File: src/rtl/wb_write_queue.sv
`default_nettype none
// ============================================================================
// Module   : wb_write_queue
// Purpose  : Writeback-side writer for the register bank write port. Merges
//            non-stallable single-cycle ALU results and handshaked load
//            results (buffered in a small FIFO) into one registered register
//            write per cycle. ALU results take priority. Queued loads whose
//            destination is overwritten by a younger ALU result are squashed.
//            Queued destinations are reported to hazard logic.
// Ports    : clk, reset               - clock, synchronous active-high reset
//            alu_valid/alu_rd/alu_data - ALU result (cannot stall)
//            ld_valid/ld_ready/ld_rd/ld_data - load result handshake
//            writeReg/writedata/RegWrite - registered register-bank write
//            rs1_q/rs2_q -> rs1_pending/rs2_pending - pending-write queries
//            count                     - occupied FIFO slots (incl. squashed)
// Revision : 1.0 - initial release
// ============================================================================
module wb_write_queue #(
    parameter int DEPTH = 4,
    parameter int AW    = 2
) (
    input  logic          clk,
    input  logic          reset,
    input  logic          alu_valid,
    input  logic [4:0]    alu_rd,
    input  logic [31:0]   alu_data,
    input  logic          ld_valid,
    output logic          ld_ready,
    input  logic [4:0]    ld_rd,
    input  logic [31:0]   ld_data,
    output logic [4:0]    writeReg,
    output logic [31:0]   writedata,
    output logic          RegWrite,
    input  logic [4:0]    rs1_q,
    input  logic [4:0]    rs2_q,
    output logic          rs1_pending,
    output logic          rs2_pending,
    output logic [AW:0]   count
);

    localparam logic [AW:0]   c_FULL    = (AW+1)'(DEPTH);
    localparam logic [AW:0]   c_CNT_ONE = (AW+1)'(1);
    localparam logic [AW-1:0] c_PTR_ONE = AW'(1);

    logic [4:0]       r_rd   [DEPTH];
    logic [31:0]      r_data [DEPTH];
    logic [DEPTH-1:0] r_vld;
    logic [AW-1:0]    r_wptr;
    logic [AW-1:0]    r_rptr;
    logic [AW:0]      r_count;

    logic w_alu_wr;
    logic w_push;
    logic w_pop;
    logic w_pop_wr;
    logic w_push_vld;

    // Writes to x0 are discarded, so they neither win arbitration nor squash.
    assign w_alu_wr   = alu_valid && (alu_rd != 5'd0);
    assign ld_ready   = (r_count != c_FULL);
    assign w_push     = ld_valid && ld_ready;
    // The head slot pops whenever the ALU does not own the port; a squashed
    // head simply retires without producing a write.
    assign w_pop      = !w_alu_wr && (r_count != '0);
    assign w_pop_wr   = w_pop && r_vld[r_rptr];
    // An ALU result in the same cycle is younger than the arriving load, so a
    // matching destination makes the load dead on arrival.
    assign w_push_vld = (ld_rd != 5'd0) && !(w_alu_wr && (ld_rd == alu_rd));
    assign count      = r_count;

    always_comb begin
        rs1_pending = 1'b0;
        rs2_pending = 1'b0;
        for (int i = 0; i < DEPTH; i++) begin
            if (r_vld[i] && (r_rd[i] == rs1_q) && (rs1_q != 5'd0)) rs1_pending = 1'b1;
            if (r_vld[i] && (r_rd[i] == rs2_q) && (rs2_q != 5'd0)) rs2_pending = 1'b1;
        end
    end

    always_ff @(posedge clk) begin
        if (reset) begin
            r_vld     <= '0;
            r_wptr    <= '0;
            r_rptr    <= '0;
            r_count   <= '0;
            RegWrite  <= 1'b0;
            writeReg  <= 5'd0;
            writedata <= 32'd0;
        end else begin
            // Write-after-write: older queued loads to the same register die.
            for (int i = 0; i < DEPTH; i++) begin
                if (w_alu_wr && (r_rd[i] == alu_rd)) r_vld[i] <= 1'b0;
            end

            if (w_pop) begin
                r_vld[r_rptr] <= 1'b0;
                r_rptr        <= r_rptr + c_PTR_ONE;
            end

            // Push never targets the popped slot: that needs count==0 (no pop)
            // or count==DEPTH (no push).
            if (w_push) begin
                r_rd[r_wptr]   <= ld_rd;
                r_data[r_wptr] <= ld_data;
                r_vld[r_wptr]  <= w_push_vld;
                r_wptr         <= r_wptr + c_PTR_ONE;
            end

            case ({w_push, w_pop})
                2'b10:   r_count <= r_count + c_CNT_ONE;
                2'b01:   r_count <= r_count - c_CNT_ONE;
                default: r_count <= r_count;
            endcase

            RegWrite <= w_alu_wr || w_pop_wr;
            if (w_alu_wr) begin
                writeReg  <= alu_rd;
                writedata <= alu_data;
            end else if (w_pop_wr) begin
                writeReg  <= r_rd[r_rptr];
                writedata <= r_data[r_rptr];
            end
        end
    end

endmodule
`default_nettype wire

File: config.mk
export PLATFORM = sky130hd
export DESIGN_NAME = wb_write_queue
export DESIGN_NICKNAME = d
export VERILOG_FILES = /design/src/rtl/wb_write_queue.sv
export SDC_FILE = /design/constraint.sdc
export NUM_CORES = 1
export LEC_CHECK = 0
export ABC_AREA = 1
export CORE_MARGIN = 2
export CORE_UTILIZATION = 55
export DETAILED_ROUTE_END_ITERATION = 8
export GPL_ROUTABILITY_DRIVEN = 0
export PLACE_DENSITY = 0.92
export SYNTH_ARGS = -nofsm -noshare
export SYNTH_HDL_FRONTEND = slang
export SYNTH_SLANG_ARGS = --single-unit
export TNS_END_PERCENT = 5
File: constraint.sdc
create_clock -name clk -period 4.24 [get_ports clk]
set_input_delay 1.06 -clock clk [delete_from_list [all_inputs] [get_ports clk]]
set_output_delay 1.06 -clock clk [all_outputs]
set_load 0.02 [all_outputs]
Word level (Yosys, flattened, before mapping) --
Memories as Yosys holds them, arrays and structs flattened. A register that Yosys moved wholly into a read port is not among the register bits. Cells that the tools add are included.
Operators by class: bitwise operators 2, magnitude comparators 4, $add $sub $neg 4, reduce and logical (&&, ||, !) cells 38, mux-type cells 38, eq/ne operators 16
Operators by type and width (number):
- == test 5 bit | 13
- 2-to-1 mux 32 bit | 2
- logical AND 1 bit | 28
- 2-to-1 mux 1 bit | 22
- nonzero test 5 bit | 4
- 2-to-1 mux 4 bit | 3
- 2-to-1 mux 5 bit | 2
- 2-to-1 mux 2 bit | 4
- less-than comparator 2 x 3 -> 1 bit (second input constant) | 2
- case mux 3 bit (2 select lines) | 1
- adder 2 x 1 -> 2 bit (second input constant) | 2
- bitwise AND 4 bit | 1
- bitwise mux 4 bit | 1
- demux 1 bit (select 2 bit) | 2
- >= comparator 2 x 1 -> 1 bit (second input constant) | 2
- NOT 4 bit | 1
- nonzero test 2 bit | 2
- adder 3 x 1 -> 3 bit (second input constant) | 1
- inequality test 3 bit (second input constant) | 1
- nonzero test 3 bit | 1
- subtractor 3 x 1 -> 3 bit (second input constant) | 1
- binary-select mux 1 bit (select 2 bit) | 1
- == test 2 x 1 -> 1 bit (second input constant) | 1
- == test 2 bit (second input constant) | 1
- 2 further kinds | 3
Word-level totals: register bits 49, word-level logic and storage cells 111, memories kept 2, bits in writable memories 148, input bits 88, output and inout bits 44
Memory list:
- r_data | depth 4, bits a word 32, read ports 1, clocked after memory_dff 1, wr ports 1, RTL line 46 | logic [31:0] r_data [DEPTH];
- r_rd | depth 4, bits a word 5, read ports 5, clocked after memory_dff 1, wr ports 1, RTL line 45 | logic [4:0] r_rd [DEPTH];

Depth between registers and ports, before layout --
depth after elaboration 10, depth in mapped cells 13, gate-level depth less buffers 12

Least setup slack after synthesis --
No wires, ideal clock.
path kind input-to-reg, start in reset, end mem r_data[0][0], enable pin, library setup time 433 ps, stages 2, path buffers 1, path slack 981 ps, arrival time 2827 ps, required time 3807 ps, cell sequence buf_2 -> nor2_1
Between the ends: cells in the longest elaborated chain, start to end 2
RTL lines:
- start, declared | RTL line 23 | input logic reset,
- 2-to-1 mux 1 bit | RTL line 81 | if (reset) begin
- 2-to-1 mux 1 bit (not written as such) | RTL line 104 | r_data[r_wptr] <= ld_data;
- end, declared | RTL line 46
No other way between the ends.

Worst setup path in the final report --
start in rs2_q[0], end out rs2_pending
Between the ends: cells in the longest elaborated chain, start to end 7, elaborated cells between the ends (all ways) 17, classes of those cells eq/ne: 4; mux: 4; reduce/logical: 9
RTL lines:
- start, declared | RTL line 35 | input logic [4:0] rs2_q,
- == test 5 bit | RTL line 76 | if (r_vld[i] && (r_rd[i] == rs2_q) && (rs2_q != 5'd0)) rs2_pending = 1'b1;
- logical AND 1 bit (2 in series) | RTL line 76
- 2-to-1 mux 1 bit (3 in series) | RTL line 76
- 2-to-1 mux 1 bit (*) | RTL line 76
- end, declared | RTL line 37 | output logic rs2_pending,
Every way passes the cells marked *; elsewhere a longest branch is shown, timed or not.

==> impl_metrics.py <==
metrics = {
    "global_route": {
        "grt_pass1_wl_um": 36690,
        "grt_max_degree": 104,
        "grt_pass1_vias": 7679,
        "grt_antenna_before_repair": 0,
        "overflow": 0,
        "grt_usage": 0.2614,
    },
    "setup_path": {
        "crit_slowest_cell": "clkdlybuf4s50_1",
        "crit_required_ps": 3180,
        "worstSetupStartpointType": "input pin",
        "cpLargestDelayFamily": "buffers and inverters",
        "crit_chain": "clkdlybuf4s50_1, inv_1, nand2_1, o21ai_0, nor2_1, nand3_1, nand2_1, nor2_1, nor2_1, clkdlybuf4s50_1",
        "path_buf_inv": 3,
        "cp_max_fo": 5,
        "slowest_delay_ps": 610,
        "cp.arrival_ps": 2920,
        "rr_worst_depth": 9,
        "crit_top_cell": "nor2_1",
        "worstSetupPathDepth": 10,
        "crit_type": "in2out",
        "end_kind": "output port",
    },
    "placed_design": {
        "placed_cells": 1503,
        "dp_hpwl_um": 14620,
        "io_buffers": 131,
        "placed_cell_area_um2": 11130,
    },
    "timing": {
        "report.final.hold_viol_count": 0,
        "setup_viol": 0,
        "tns_ps": 0,
        "fmax_mhz": 251.3,
        "finalCritPeriodShare": 0.9385,
        "max_slew_margin": 0.3218,
        "finClkSkew_ps": 14.16,
        "fin_crit_ps": 3979,
        "rsz0062_at_grt": "no",
        "worst_pin_slew_ps": 1017,
        "drv_slew": 0,
    },
    "route": {
        "drc": 0,
        "routedWlPerCell_um": 15.37,
        "num_vias": 8026,
        "drtIter0Drc": 752,
        "ant_nets": 0,
        "drt-total-wl_um": 23590,
        "dr.pass1.iters": 7,
        "viasPerCell": 5.229,
    },
    "cells_and_area": {
        "layout_commonest_cell": "nand2_1",
        "post-route-cell-area_um2": 11740,
        "drive_gt1_frac": 0.04809,
        "n_antenna_cell": 0,
        "fill_cells": 1211,
        "fin_cells": 1535,
        "nets": 1395,
        "area_growth_pct": 21.54,
        "mostFrequentLayoutCells": "nand2_1 (407), nor2_1 (244), edfxtp_1 (148)",
    },
    "floorplan": {
        "core-area_um2": 17240,
        "ios": 132,
        "dieWidth_um": 136.5,
        "die_h_um": 136.5,
        "rows": 48,
        "start_util": 0.5605,
        "die_area_um2": 18640,
    },
    "synthesis": {
        "postSynthCellCount": 1179,
        "synth_nets": 1277,
        "netlist.area_leader.share": 0.4600,
        "syn_area_um2": 9661,
        "avgSynthCellArea_um2": 8.194,
        "ys_ff_latch": 199,
        "yosysTopAreaCell": "edfxtp_1",
        "synth_cell_types": 25,
        "yosys_warnings": 0,
        "ys_top_cells_by_area": "edfxtp_1 (46%), nand2_1 (16%), dfxtp_1 (11%)",
        "ys_seq_area_frac": 0.5657,
    },
    "clock_tree": {
        "clock_latency_ps": 440,
        "cts_made_buffers": 17,
        "post-cts-setup-buffer-count": 0,
        "cts_buffer_depth": 2,
        "cts_max_level": 4,
        "cts-resized-gates": 0,
        "hold_buffers": 0,
        "path_clk_slew_ps": 70,
        "clock-root-buffer": "clkbuf_16",
        "cts.sink_count": 199,
        "cts_tree": "yes",
    },
    "min_path": {
        "min_path_type": "reg2reg",
        "hold_depth": 1,
    },
    "pwr": {
        "p_comb_frac": 0.293,
        "power.switching_w": 0.001991,
        "internal_power_w": 0.003898,
        "power_leakage_nw": 5.108,
        "swShare": 0.3380,
        "power_frac_seq": 0.424,
        "clkPwrFrac": 0.283,
        "p_per_area_nw_per_um2": 501.6,
        "ir_drop_uv": 347.7,
    },
    "flow_run": {
        "drv_cap": 0,
    },
    "run_status": {
        "status": "finished clean",
    },
}
[per-layer routing]
layer  global-route usage  share of wire  vias up  wire length, µm
li1                     -              -     3926                -
met1               0.3073           0.38     3636             8932
met2               0.4308           0.49      387            11660
met3              0.07444          0.089       77             2107
met4               0.1476          0.038        0              887
met5                    0              0        -                0
[per-stage QoR]
step           hold slack, ps  setup WS, ps    util  power [W]
2_1_floorplan           490.3         980.7       -   0.003645
6_report                483.6         260.8  0.6812   0.005889
3_5_place_dp            462.9         317.3  0.6455   0.004230
4_1_cts                 479.0         306.2  0.6812   0.005903
5_1_grt                 514.0         135.0  0.6812   0.006197
3_3_place_gp            461.1         357.6  0.6455   0.004174
[flip-flops by register name, summed over array words and instances, names as in the netlist, named ones only]
name and flops:
r_rptr 2, writeReg 5, r_vld 4, r_wptr 2, r_data 128, RegWrite 1, count 3, writedata 32
r_rd 20
[worst reg2reg max path, stage by stage, from the launching register on]
cell and delay, ps:
dfxtp_4 990, buf_4 520, nor2_1 100, nor2_1 110, nand2_1 70, nand2_1 60
nand2_1 50, nand2_1 80, nor2_1 50, nor2_1 140
[synthesized netlist by cell type, drive strengths merged]
cell type / n
nand2: 409
nor2: 250
edfxtp: 148
inv: 115
o21ai: 56
nand3: 53
dfxtp: 51
buf: 41
xor2: 15
a21oi: 12
ha: 9
xnor2: 9
clkbuf: 6
nor3: 3
clkinv: 1
fa: 1
[layout make-up]
cell class                      count  area [µm²]  share of cell area
Clock buffer                       17       425.4             0.03623
Clock inverter                     15       188.9             0.01609
Inverter                          116       435.4             0.03708
Multi-Input combinational cell    817        3505              0.2985
Sequential cell                   199        5469              0.4658
Tap cell                          225       281.5             0.02398
Timing Repair Buffer              146        1436              0.1223
[cell families (layout without fill, tap and decap cells)]
kind of cell	after synthesis	count (layout)	share of synthesized area
buffers and inverters	163	294	0.07460
adder cells (fa/ha/maj)	10	10	0.01373
AND/OR/NAND/NOR	715	715	0.2890
flip-flops	199	199	0.5657
XOR/XNOR	24	24	0.02176
AO/OA/AOI/OAI	68	68	0.03523
[power by group through the flow]
stage | sequential [W] | clock [W] | combinational [W]
after global routing | 0.00253 | 0.00175 | 0.00192
final | 0.00250 | 0.00167 | 0.00172
after global placement | 0.00253 | 0 | 0.00165
after floorplan | 0.00254 | 0 | 0.00110
after detailed placement | 0.00253 | 0 | 0.00170
after CTS | 0.00249 | 0.00169 | 0.00172
[path summary, 6_finish.rpt]
check / startpoint / to / slack [ps]
hold reg to reg: count[0]$_SDFFE_PP0P_ / count[0]$_SDFFE_PP0P_ / 480
hold / removal: count[0]$_SDFFE_PP0P_ / count[0]$_SDFFE_PP0P_ / 480
setup reg to reg: flip-flop / writedata[15]$_SDFFE_PP0P_ / 2020
setup / recovery: rs2_q[0] / rs2_pending / 260
Power figures use the tool's default switching activity.
